## src/rtl/fifo_pkg.sv

```systemverilog
// Shared helpers for the async FIFO write/read flag generators: Gray/binary
// conversion on zero-extended pointers of any width up to PTR_MAX_W, and depth derivation.
package fifo_pkg;

    localparam int PTR_MAX_W = 32;

    typedef logic [PTR_MAX_W-1:0] ptr_t;

    function automatic int fifo_depth(input int abits);
        return 1 << abits;
    endfunction

    function automatic ptr_t ptr_mask(input int w);
        ptr_t m;
        if (w >= PTR_MAX_W) m = '1;
        else                m = (ptr_t'(1) << w) - ptr_t'(1);
        return m;
    endfunction

    function automatic ptr_t bin2gray(input ptr_t b, input int w);
        return (b ^ (b >> 1)) & ptr_mask(w);
    endfunction

    // Bits above w are masked off on entry, so the prefix XOR starts from zero there.
    function automatic ptr_t gray2bin(input ptr_t g, input int w);
        ptr_t gm;
        ptr_t b;
        gm = g & ptr_mask(w);
        b  = '0;
        b[PTR_MAX_W-1] = gm[PTR_MAX_W-1];
        for (int i = PTR_MAX_W - 2; i >= 0; i--) begin
            b[i] = b[i+1] ^ gm[i];
        end
        return b;
    endfunction

endpackage

```

## src/rtl/fifo_sync_2ff.sv

```systemverilog
// Two-flop synchronizer for a multi-bit Gray-coded bus into the clk domain.
// Latency: two clk edges from a settled input to q.
// Backpressure: none; samples every edge.
module fifo_sync_2ff #(
    parameter int WIDTH = 1
) (
    input  logic             clk,
    input  logic             rst_n,
    input  logic [WIDTH-1:0] d,
    output logic [WIDTH-1:0] q
);

    logic [WIDTH-1:0] q1;

    always_ff @(posedge clk or negedge rst_n) begin
        if (!rst_n) begin
            q1 <= '0;
            q  <= '0;
        end else begin
            q1 <= d;
            q  <= q1;
        end
    end

endmodule

```

## src/rtl/fifo_full_gen.sv

```systemverilog
// Write-side pointer and full/almost-full/level generator of an async FIFO.
// Latency: flags/level registered one edge after a write; read advances visible on the 3rd wrclk edge.
// Backpressure: wr_en ignored while wr_full; optional sticky wr_ovf under FIFO_WR_OVF_EN.
module fifo_full_gen
    import fifo_pkg::*;
#(
    parameter int ABITS = 10,
    parameter int FTHR  = 2
) (
    input  logic             wrclk,
    input  logic             rst_n,
    input  logic             wr_en,
    input  logic [ABITS:0]   rd_gray_ptr,
`ifdef FIFO_WR_OVF_EN
    output logic             wr_ovf,
`endif
    output logic [ABITS-1:0] wr_addr,
    output logic             wr_ce,
    output logic [ABITS:0]   wr_gray_ptr,
    output logic             wr_full,
    output logic             wr_afull,
    output logic [ABITS:0]   wr_level
);

    localparam int DEPTH = fifo_depth(ABITS);
    localparam int PW    = ABITS + 1;

    logic [ABITS:0] wbin;
    logic [ABITS:0] wbin_next;
    logic [ABITS:0] gray_next;
    logic [ABITS:0] rq2;
    logic [ABITS:0] rbin_s;
    logic [ABITS:0] level_next;
    logic [ABITS:0] full_pattern;
    logic           full_next;
    logic           afull_next;

    fifo_sync_2ff #(
        .WIDTH (PW)
    ) u_rd_sync (
        .clk   (wrclk),
        .rst_n (rst_n),
        .d     (rd_gray_ptr),
        .q     (rq2)
    );

    assign wr_ce     = wr_en & ~wr_full;
    assign wbin_next = wbin + PW'(wr_ce);
    assign gray_next = PW'(bin2gray(ptr_t'(wbin_next), PW));
    assign rbin_s    = PW'(gray2bin(ptr_t'(rq2), PW));
    assign wr_addr   = wbin[ABITS-1:0];

    // Full when the write pointer is one lap ahead: top two Gray bits inverted, rest equal.
    assign full_pattern = {~rq2[ABITS:ABITS-1], rq2[ABITS-2:0]};
    assign full_next    = (gray_next == full_pattern);
    assign level_next   = wbin_next - rbin_s;
    assign afull_next   = full_next | (level_next >= PW'(DEPTH - FTHR));

    always_ff @(posedge wrclk or negedge rst_n) begin
        if (!rst_n) begin
            wbin        <= '0;
            wr_gray_ptr <= '0;
            wr_full     <= 1'b0;
            wr_afull    <= 1'b0;
            wr_level    <= '0;
        end else begin
            wbin        <= wbin_next;
            wr_gray_ptr <= gray_next;
            wr_full     <= full_next;
            wr_afull    <= afull_next;
            wr_level    <= level_next;
        end
    end

`ifdef FIFO_WR_OVF_EN
    always_ff @(posedge wrclk or negedge rst_n) begin
        if (!rst_n) begin
            wr_ovf <= 1'b0;
        end else if (wr_en & wr_full) begin
            wr_ovf <= 1'b1;
        end
    end
`endif

endmodule
```

## config.mk

```make
export PLATFORM = sky130hd
export DESIGN_NAME = fifo_full_gen
export DESIGN_NICKNAME = d
export VERILOG_FILES = /design/src/rtl/fifo_pkg.sv /design/src/rtl/fifo_sync_2ff.sv /design/src/rtl/fifo_full_gen.sv
export SDC_FILE = /design/constraint.sdc
export NUM_CORES = 1
export LEC_CHECK = 0
export ABC_AREA = 1
export CAP_MARGIN = 20
export CORE_ASPECT_RATIO = 0.6
export CORE_UTILIZATION = 34
export DETAILED_ROUTE_END_ITERATION = 7
export HOLD_SLACK_MARGIN = 0.1
export PLACE_DENSITY_LB_ADDON = 0.05
export REMOVE_ABC_BUFFERS = 1
export SLEW_MARGIN = 0
export SYNTH_ARGS = -nofsm -noshare
export SYNTH_HDL_FRONTEND = slang
export SYNTH_SLANG_ARGS = --single-unit
```

## constraint.sdc

```tcl
create_clock -name wrclk -period 3.3 [get_ports wrclk]
set_clock_uncertainty 0.15 [all_clocks]
set_input_delay 0.33 -clock wrclk [delete_from_list [all_inputs] [get_ports wrclk]]
set_output_delay 0.33 -clock wrclk [all_outputs]
set_load 0.005 [all_outputs]
```

# After elaboration in Yosys (flattened, before gate mapping)
# Cells that the tools add are included.
# totals
regBits	57
input_bits	14
out_inout_bits	35
# op_classes
addsub	2
order_cmp	1
n_eq_ne	1
bitwise	15
# op_table
operator	count
$add A11 B1 Y11	1
$eq A11 B11 Y1	1
$ge A11 B10 Y1 const B	1
$sub A11 B11 Y11	1
$xor A11 B10 Y11	1
$xor A1 B1 Y1	10
$not A2 Y2	1
$and A1 B1 Y1	1
$not A1 Y1	1
$or A1 B1 Y1	1

# Depth between registers and ports, before layout
# Gate-level depths: netlist (run 1).
# logic_depth
ltp_word	13
depth_mapped	29
mapped_depth_nobuf	29

# Modules after synthesis
# A second synthesis (run 1) with hierarchy kept.
# hier_totals
cells_unflattened	278
area_unflattened_um2	2738.9
# modules_own_cells
mod	instances	cells_per_inst	area_per_inst_um2	seq_area_each_um2
fifo_full_gen	1	256	2188.3	850.8
fifo_sync_2ff	1	22	550.5	550.5

# Least setup slack after synthesis (run 1)
# No wires, ideal clock.
# synth_path
kind	reg2reg
startpoint	register u_rd_sync.q[10]
endpoint	register wr_afull
setup_ns	0.122
arrival_time_ns	3.025
slack_ns	0.003
path_stages_with_launch	28
path_cell_list	dfrtp_1 -> inv_2 -> nand2_1 -> nand3_2 -> nand3_1 -> nand3_4 -> nand2_4 -> nand2_4 -> nand2_2 -> nand2_2 -> nand3_1 -> nand3_2 -> nand2_2 -> nand2_2 -> nand3_1 -> nand2_1 -> ha_1 -> inv_1 -> fa_1 -> nand3_1 -> nand3_1 -> nand4_1 -> nand2_1 -> a31oi_1 -> nand3b_1 -> nand2_1 -> a41oi_1 -> nand2_1
# synth_via
elab_chain_len	13
elab_cells_between_ends	15
# synth_lines
element	line	rtl
start: declaration	fifo_sync_2ff.sv:10	output logic [WIDTH-1:0] q
start signal: assignment	fifo_sync_2ff.sv:21	q <= q1;
$xor A1 B1 Y1 (10 in a row)	fifo_pkg.sv:32	b[i] = b[i+1] ^ gm[i];
$sub A11 B11 Y11 (*)	fifo_full_gen.sv:56	assign level_next = wbin_next - rbin_s;
via level_next[10]	fifo_full_gen.sv:33	logic [ABITS:0] level_next;
$ge A11 B10 Y1 (*)	fifo_full_gen.sv:57	assign afull_next = full_next | (level_next >= PW'(DEPTH - FTHR));
$or A1 B1 Y1 (*)	fifo_full_gen.sv:57	
via afull_next	fifo_full_gen.sv:36	logic afull_next;
end signal: assignment	fifo_full_gen.sv:70	wr_afull <= afull_next;
end: declaration	fifo_full_gen.sv:21	output logic wr_afull,
# The timed path passes the listed nets; every way through them passes the cells marked *.

# Worst setup path in the final report (run 1)
# Ends and elaborated chain as after synthesis.

==> run metrics, run 1 <==
run status=complete, but fails checks; Die Ht=72.20 um; final routed wire length divided by cell count=12.95 um; antenna viol nets, final=0; total DRC errors in the routed layout=0; share of layout cells above drive strength 1=0.3182; top cell type's share of synthesized area=0.5018; highest clock rate=278.0 MHz; Die Area=8592 um^2; initial core utilization=0.3529; clock tree from TritonCTS=done; Placed Instances=502; synthesized netlist cell count=296; relative slew slack=0.4366; RSZ-0062 raised after global routing=true; overall die width=119 um; data required time at the worst endpoint=3.34 ns; DP HPWL=5139 um; WP data arrival=3.64 ns; Lkg Pwr=2.109 nW; number of pins exceeding their max-slew limit in the final report=0; clock group share of total power=0.139; leading cell types in the layout, fill and taps excluded=buf_4 (64), dfrtp_1 (55), nand2_1 (53); Core Footprint=7914 um^2; sequential group share of total power=0.258; final setup fails=5; Setup crit end kind=flip-flop; clock transition at the registers of the reported paths=0.08 ns; Final Core Density=0.5390; number of cells in the finished layout apart from fillers=526; number of antenna violations at the first check in global routing=0; start-to-end type of the worst setup path=flip-flop to flip-flop; global-route usage over all layers=0.1725; buffers plus inverters on the worst setup path=2; number of I/O pins=49; maximum number of pins on one net before global-route repair=38; violated checks=setup timing; crit-path max FO=4; drt via density=4.382; setup slack after placement=-0.2694 ns; leading cell type in the layout, fill and taps excluded=buf_4; row cnt=25; CTS H-tree depth=2; number of clock sinks=56; number of distinct library cells after synthesis=31; 1st-iter DRT viols=67; count of port buffers added during placement=48; longest individual stage delay on the worst path=0.45 ns; aggregate global routing overflow=0; most used cell along the critical path=nand2_4; Post-layout nets=444; Worst path slowest cell=dfrtp_2; synthesis-to-finish area growth=52.73%; sequential area share after synthesis=0.5018; number of global-route vias before repair=2312; drt pass-1 iters=4; total net switching power=1.463 mW; Power Density=917.7 nW/um^2; min-delay worst type=flip-flop to flip-flop; wire length of the first global-routing pass=11210 um; transition time at the pin with the least slew margin=0.8451 ns; Setup WS post-layout=-0.2974 ns; kind of cell adding the most delay to the critical path=simple AND/OR/NAND/NOR gates; power consumption=3.914 mW; post-synthesis instance area=2793 um^2; count of final hold-check violations=0; Placer Congestion=0.8551; Final period util=1.090; #FFs+latches synth=56; final routed wirelength across all metal layers=6814 um; top cells by area in the synthesized netlist=dfrtp_1 (50%), nand2_1 (7.8%), inv_1 (5.5%), ha_1 (5.4%), xor2_1 (5.0%); Skew-Pair Late Insertion Delay=0.30 ns; Sum Neg Setup Slack=-0.7142 ns; startpoint kind of the worst setup timing path=flip-flop; internal portion of total power=2.452 mW; CTS buffer count=5; net switching fraction of the power=0.3737; power share of the combinational group=0.603; worst vdd ir=484.1 uV; CTS Root Cell=clkbuf_16; vias after detailed routing=2305; Tmin final=3.597 ns; mean area per synthesized cell=9.435 um^2; cell accounting for the most synthesized area=dfrtp_1; Maximum Capacitance Violations=0; Yosys warning total=0; Antenna Cells=0; clock tree buffer depth=2
==> metal layers <==
layer	up-vias	share of wire	track usage
li1	1194	-	-
met1	1045	0.56	0.2630
met2	55	0.38	0.2326
met3	11	0.043	0.04560
met4	0	0.018	0.05907
met5	-	0	0
==> kinds of logic (layout without fill, tap and decap cells) <==
kind of cell | after synthesis | count (layout) | synth area share
buffers and inverters | 46 | 168 | 0.06183
adders and majority gates | 13 | 13 | 0.06093
xor gates and xnor gates | 22 | 22 | 0.07437
and+or+nand+nor | 140 | 140 | 0.2590
DFF | 56 | 56 | 0.5018
AOI/OAI and AO/OA | 19 | 19 | 0.04212
==> registers in the layout, summed over array words and instances, names as in the netlist <==
name and count:
u_rd_sync.q1 11, u_rd_sync.q 11, wbin 11, wr_level 11
wr_gray_ptr 10, wr_afull 1, wr_full 1
==> synth_stat cells (all sizes together) <==
cell / count
o211ai: 1
nor2: 15
nand4: 8
o21ai: 5
or2: 1
o21bai: 2
fa: 1
dfrtp: 56
nand3b: 2
and2: 1
nand2: 75
a41oi: 1
o2111ai: 1
inv: 46
nor3: 4
a21o: 1
xnor2: 4
xor2: 18
a21oi: 7
ha: 12
nand3: 34
a31oi: 1
==> power by group through the flow <==
stage | logic [mW] | registers, mW | clock network [mW]
finish | 2.36 | 1.01 | 0.544
global route | 2.63 | 1.04 | 0.590
CTS | 2.24 | 1.01 | 0.564
detailed placement | 2.16 | 1.02 | 0
global placement | 2.17 | 1.02 | 0
floorplan | 1.00 | 1.02 | 0
==> stage by stage <==
step,hold WS [ns],cell area [um^2]
floorplan,-0.1156,2793
global placement,0.1838,3779
detailed placement,0.1847,3779
CTS,0.2017,4053
global route,0.2165,4265
finish,0.2007,4265
==> area by class of cell <==
cell class / instances / area (um^2)
flip-flops and latches: 56 / 1403
clock inverters: 3 / 26.28
repair buffers: 114 / 977.2
well taps: 108 / 135.1
multi-input cells: 194 / 1424
clock buffers: 5 / 125.1
fillers: 714 / 3649
inverters: 46 / 175.2
==> final timing paths <==
kind | start | to | slack, ns | cells after the start
worst min register to register | u_rd_sync.q1[0] | u_rd_sync.q[0] | 0.20 | 0
worst min-delay path | u_rd_sync.q1[0] | u_rd_sync.q[0] | 0.20 | 0
min in group asynchronous | rst_n | wr_gray_ptr[3] | 0.52 | 2
max in group asynchronous | rst_n | u_rd_sync.q[2] | 1.71 | 3
worst max-delay path | u_rd_sync.q[10] | wr_afull | -0.30 | 29
worst max register to register | u_rd_sync.q[10] | wr_afull | -0.30 | 29
==> worst register-to-register path, delay by kind of cell, from the launching register on <==
kind	cells	cell delay, ns
DFF	1	0.45
adders and majority gates	2	0.52
and+or+nand+nor	23	1.94
buffers and inverters	2	0.13
AOI/OAI and AO/OA	2	0.32
==> what timing repair did <==
item,in CTS,in global routing
hold buffers,1,0
endpoints found under the hold margin,36,0
endpoints found under the setup margin,3,9
setup buffers,9,6
gates resized for setup,12,32
pin swaps,5,23
Power figures use the tool's default switching activity.
==> run 2: changes to the inputs <==
--- a/config.mk
+++ b/config.mk
@@ -6,6 +6,7 @@
 export NUM_CORES = 1
 export LEC_CHECK = 0
 export ABC_AREA = 1
+export ABC_CLOCK_PERIOD_IN_PS = 3300
 export CAP_MARGIN = 20
 export CORE_ASPECT_RATIO = 0.6
 export CORE_UTILIZATION = 34
@@ -13,6 +14,7 @@
 export HOLD_SLACK_MARGIN = 0.1
 export PLACE_DENSITY_LB_ADDON = 0.05
 export REMOVE_ABC_BUFFERS = 1
+export SKIP_CTS_REPAIR_TIMING = 1
 export SLEW_MARGIN = 0
 export SYNTH_ARGS = -nofsm -noshare
 export SYNTH_HDL_FRONTEND = slang
==> run 2 against run 1 <==
The run still ends with setup timing left. Cell count grew 0.38%. Routed wire length is 2.0% higher. Worst hold slack is essentially flat. Clock power about the same. Sequential cell count unchanged. Die area unchanged. Combinational power grew 13%. Sequential share of layout area fell by 0.43 points. Non-clock buffer count rose by 2. Register-to-register slack got worse by 0.03 ns. Largest cell class unchanged. Largest power group unchanged.
==> run metrics, run 2 (synthesis results as in run 1) <==
Maximum Capacitance Violations=0; run status=complete, but fails checks; aggregate global routing overflow=0; data required time at the worst endpoint=3.34 ns; CTS Root Cell=clkbuf_16; most used cell along the critical path=nand2_2; count of final hold-check violations=0; fill count=707; register area=1401 um^2; multi-input gate area in the final layout=1459 um^2; min-delay worst type=flip-flop to flip-flop; met1 global-route usage=0.2610; number of clock sinks=56; 1st-iter DRT viols=86; Lkg Pwr=2.132 nW; clock tree from TritonCTS=done; violated checks=setup timing; startpoint kind of the worst setup timing path=flip-flop; CTS buffer count=5; DP HPWL=5139 um; longest individual stage delay on the worst path=0.44 ns; overall die width=119 um; Tmin final=3.631 ns; Worst path slowest cell=dfrtp_1; Placed Instances=502; WP data arrival=3.67 ns; Skew-Pair Late Insertion Delay=0.30 ns; Power Density=975.8 nW/um^2; net switching fraction of the power=0.3792; Core Footprint=7914 um^2; number of cells in the finished layout apart from fillers=528; count of port buffers added during placement=48; leading cell type in the layout, fill and taps excluded=buf_4; internal portion of total power=2.616 mW; total net switching power=1.598 mW; number of antenna violations at the first check in global routing=0; share of layout cells above drive strength 1=0.3381; Post-layout nets=446; worst vdd ir=465.8 uV; cell depth of the worst hold path=0; highest clock rate=275.4 MHz; antenna viol nets, final=0; drt via density=4.432; gr busiest metal=met1; Die Area=8592 um^2; Placer Congestion=0.8551; power share of the combinational group=0.631; buffers plus inverters on the worst setup path=3; final setup fails=7; Sum Neg Setup Slack=-1.232 ns; power consumption=4.213 mW; sequential group share of total power=0.240; synthesis-to-finish area growth=54.61%; leading cell types in the layout, fill and taps excluded=buf_4 (65), dfrtp_1 (56), nand2_1 (52); kind of cell adding the most delay to the critical path=simple AND/OR/NAND/NOR gates; number of pins exceeding their max-slew limit in the final report=0; clock group share of total power=0.129; met3 routing resource usage after global routing=0.04560; wire length of the first global-routing pass=10880 um; transition time at the pin with the least slew margin=0.8321 ns; global-route usage over all layers=0.1676; count of cells along the worst register-to-register path=29; Setup WS post-layout=-0.3314 ns; vias after detailed routing=2340; Worst path depth=29; maximum number of pins on one net before global-route repair=38; final routed wirelength across all metal layers=6947 um; RSZ-0062 raised after global routing=true; met2 track utilization from global routing=0.2196; Final Core Density=0.5456; relative slew slack=0.4453; start-to-end type of the worst setup path=flip-flop to flip-flop; CTS H-tree depth=2; clock tree buffer depth=2; Setup crit end kind=flip-flop; final routed wire length divided by cell count=13.16 um; drt pass-1 iters=4; clock transition at the registers of the reported paths=0.08 ns; Die Ht=72.20 um; crit-path max FO=4; number of global-route vias before repair=2216; total DRC errors in the routed layout=0; Antenna Cells=0; number of I/O pins=49; Final period util=1.100; row cnt=25; initial core utilization=0.3529
-- run 2: cell count changes in the layout (fill, tap and decap cells not counted), sizes merged --
cell  delta
buf      +2
-- run 2: path summary, 6_finish.rpt --
check	slack (ns)	end	from
worst max-delay path	-0.33	wr_afull	u_rd_sync.q[10]
worst max register to register	-0.33	wr_afull	u_rd_sync.q[10]
max in group asynchronous	1.71	u_rd_sync.q[2]	rst_n
worst min register to register	0.20	u_rd_sync.q[0]	u_rd_sync.q1[0]
worst min-delay path	0.20	u_rd_sync.q[0]	u_rd_sync.q1[0]
min in group asynchronous	0.52	wr_gray_ptr[3]	rst_n
-- run 2: layout make-up --
| type | count | share of cell area |
|---|---|---|
| multi-input cells | 194 | 0.3379 |
| clock buffers | 5 | 0.02898 |
| flip-flops and latches | 56 | 0.3245 |
| repair buffers | 116 | 0.2307 |
| well taps | 108 | 0.03130 |
| clock inverters | 3 | 0.006085 |
| inverters | 46 | 0.04057 |
-- run 2: metrics by stage --
step / instance area, um^2 / setup WS (ns) / hold slack (ns)
3_5_place_dp: 3779 / -0.2694 / 0.1847
3_3_place_gp: 3779 / -0.2612 / 0.1838
4_1_cts: 3930 / -0.3165 / 0.01299
5_1_grt: 4318 / -0.5865 / 0.2165
6_report: 4318 / -0.3314 / 0.2009
2_1_floorplan: 2793 / 0.003032 / -0.1156
-- run 2: worst reg2reg max path: cells and delay by family, from the launching register on --
kind	cells	cell delay [ns]
AOI/OAI and AO/OA	1	0.19
xor gates and xnor gates	1	0.16
adders and majority gates	2	0.52
buffers and inverters	3	0.29
DFF	1	0.44
and+or+nand+nor	22	1.77
-- run 2: metal layers --
metal | part of all wire | up-vias
li1 | - | 1193
met1 | 0.54 | 1074
met2 | 0.39 | 69
met3 | 0.064 | 4
met4 | 0.0083 | 0
met5 | 0 | -
-- run 2: power by group through the flow --
stage / clock network (mW) / logic (mW) / registers (mW)
4_1_cts: 0.564 / 2.19 / 1.01
3_3_place_gp: 0 / 2.17 / 1.02
6_report: 0.542 / 2.66 / 1.01
3_5_place_dp: 0 / 2.16 / 1.02
5_1_grt: 0.590 / 2.94 / 1.04
2_1_floorplan: 0 / 1.00 / 1.02
==> run 3: changes to the inputs <==
--- a/config.mk
+++ b/config.mk
@@ -7,7 +7,6 @@
 export LEC_CHECK = 0
 export ABC_AREA = 1
 export ABC_CLOCK_PERIOD_IN_PS = 3300
-export CAP_MARGIN = 20
 export CORE_ASPECT_RATIO = 0.6
 export CORE_UTILIZATION = 34
 export DETAILED_ROUTE_END_ITERATION = 7
@@ -15,6 +14,7 @@
 export PLACE_DENSITY_LB_ADDON = 0.05
 export REMOVE_ABC_BUFFERS = 1
 export SKIP_CTS_REPAIR_TIMING = 1
+export SKIP_LAST_GASP = 1
 export SLEW_MARGIN = 0
 export SYNTH_ARGS = -nofsm -noshare
 export SYNTH_HDL_FRONTEND = slang
==> run 3 against run 2 <==
The run still ends with setup timing left. Setup slack improved by 0.0028 ns. Clock power is essentially flat. Maximum frequency barely moved. Worst hold slack hardly changed. Count of clock-buffer cells in the layout did not move. Global-route usage is the same. Register-to-register slack barely moved. Sequential share of layout area increased by 0.085 points. Cell count unchanged. Utilization shrank 0.14 points.
==> run metrics, run 3 (synthesis results as in run 1) <==
run status=complete, but fails checks; violated checks=setup timing; start-to-end type of the worst setup path=flip-flop to flip-flop; global-route usage over all layers=0.1676; crit-path max FO=4; highest clock rate=275.6 MHz; endpoint of the worst hold path=u_rd_sync.q[0]; number of I/O pins=49; Setup WS post-layout=-0.3286 ns; Placer Congestion=0.8551; final routed wirelength across all metal layers=6941 um; relative slew slack=0.4446; Maximum Capacitance Violations=0; Setup crit end kind=flip-flop; Placed Area=3779 um^2; count of final hold-check violations=0; share of layout cells above drive strength 1=0.3333; vias after detailed routing=2338; clock tree buffer depth=2; startpoint of the worst register-to-register path=u_rd_sync.q[10]; number of clock sinks=56; finished layout cell area=4307 um^2; clock transition at the registers of the reported paths=0.08 ns; initial core utilization=0.3529; total DRC errors in the routed layout=0; Core Footprint=7914 um^2; count of cells along the worst register-to-register path=29; CP startpoint=u_rd_sync.q[10]; number of antenna violations at the first check in global routing=0; multi-input gate area in the final layout=1448 um^2; Die Area=8592 um^2; most used cell along the critical path=nand2_2; Power Density=972.2 nW/um^2; 1st-iter DRT viols=72; leading cell type in the layout, fill and taps excluded=buf_4; Worst path slowest cell=dfrtp_1; worst reg2reg path endpoint=wr_afull; fill count=711; worst vdd ir=465.6 uV; Placed Instances=502; Post-layout nets=446; minimum setup slack among reg-to-reg paths=-0.33 ns; CTS buffer count=5; maximum number of pins on one net before global-route repair=38; clock tree from TritonCTS=done; Die Ht=72.20 um; overall die width=119 um; number of cells in the finished layout apart from fillers=528; wire length of the first global-routing pass=10880 um; number of pins exceeding their max-slew limit in the final report=0; Final period util=1.100; min-delay worst type=flip-flop to flip-flop; RSZ-0062 raised after global routing=true; number of global-route vias before repair=2216; aggregate global routing overflow=0; synthesis-to-finish area growth=54.21%; cell depth of the worst hold path=0; CTS Root Cell=clkbuf_16; count of port buffers added during placement=48; Sum Neg Setup Slack=-1.243 ns; leading cell types in the layout, fill and taps excluded=buf_4 (65), dfrtp_1 (56), nand2_1 (52); drt via density=4.428; transition time at the pin with the least slew margin=0.8332 ns; DP HPWL=5139 um; Tmin final=3.629 ns; antenna viol nets, final=0; register area=1401 um^2; row cnt=25; setup slack after placement=-0.2694 ns; final setup fails=7; Lkg Pwr=2.126 nW; longest individual stage delay on the worst path=0.44 ns; data required time at the worst endpoint=3.34 ns; hold path startpoint=u_rd_sync.q1[0]; final routed wire length divided by cell count=13.15 um; Skew-Pair Late Insertion Delay=0.30 ns; CTS H-tree depth=2; drt pass-1 iters=4; startpoint kind of the worst setup timing path=flip-flop; Antenna Cells=0; WP data arrival=3.67 ns
==> run 3: cell counts in the layout (fill, tap and decap cells not counted) <==
No cell type changed its count.
==> run 3: layout make-up <==
class	instances	share of cell area
clock buffer	5	0.02905
sequential	56	0.3254
timing repair buffer	116	0.2313
tap	108	0.03138
multi-input combinational	194	0.3361
inverter	46	0.04067
clock inverter	3	0.006101
==> run 3: per-stage QoR <==
step / hold WS, ns / util / power, mW
floorplan: -0.1156 / - / 2.025
global placement: 0.1838 / 0.4775 / 3.192
detailed placement: 0.1847 / 0.4775 / 3.180
CTS: 0.01299 / 0.4966 / 3.766
global route: 0.2165 / 0.5442 / 4.534
finish: 0.2005 / 0.5442 / 4.187
==> run 3: per-layer routing <==
metal,GRT usage,wire length [um],vias up
met5,0,0,-
met4,0.05345,58,0
met3,0.04560,446,4
met2,0.2196,2720,71
met1,0.2610,3716,1070
li1,-,-,1193
==> run 3: critical path: cells and delay by family, from the launching register on <==
| kind | cells | cell delay [ns] |
|---|---|---|
| AND/OR/NAND/NOR | 22 | 1.76 |
| adder cells (fa/ha/maj) | 2 | 0.52 |
| flip-flops | 1 | 0.44 |
| buffers and inverters | 3 | 0.29 |
| AO/OA/AOI/OAI | 1 | 0.19 |
| XOR/XNOR | 1 | 0.16 |
==> run 3: how the worst max path moves through the flow <==
stage | end | slack [ns] | depth (start not counted)
6_report | wr_afull | -0.33 | 29
5_1_grt | wr_afull | -0.59 | 29
4_1_cts | wr_afull | -0.32 | 27
3_5_place_dp | wr_afull | -0.27 | 27
3_3_place_gp | wr_afull | -0.26 | 17
2_1_floorplan | wr_afull | 0.003 | 27
==> run 3: power by group <==
part           internal, mW  switching [mW]
combinational          1.42            1.21
clock                 0.287           0.257
sequential            0.893           0.117
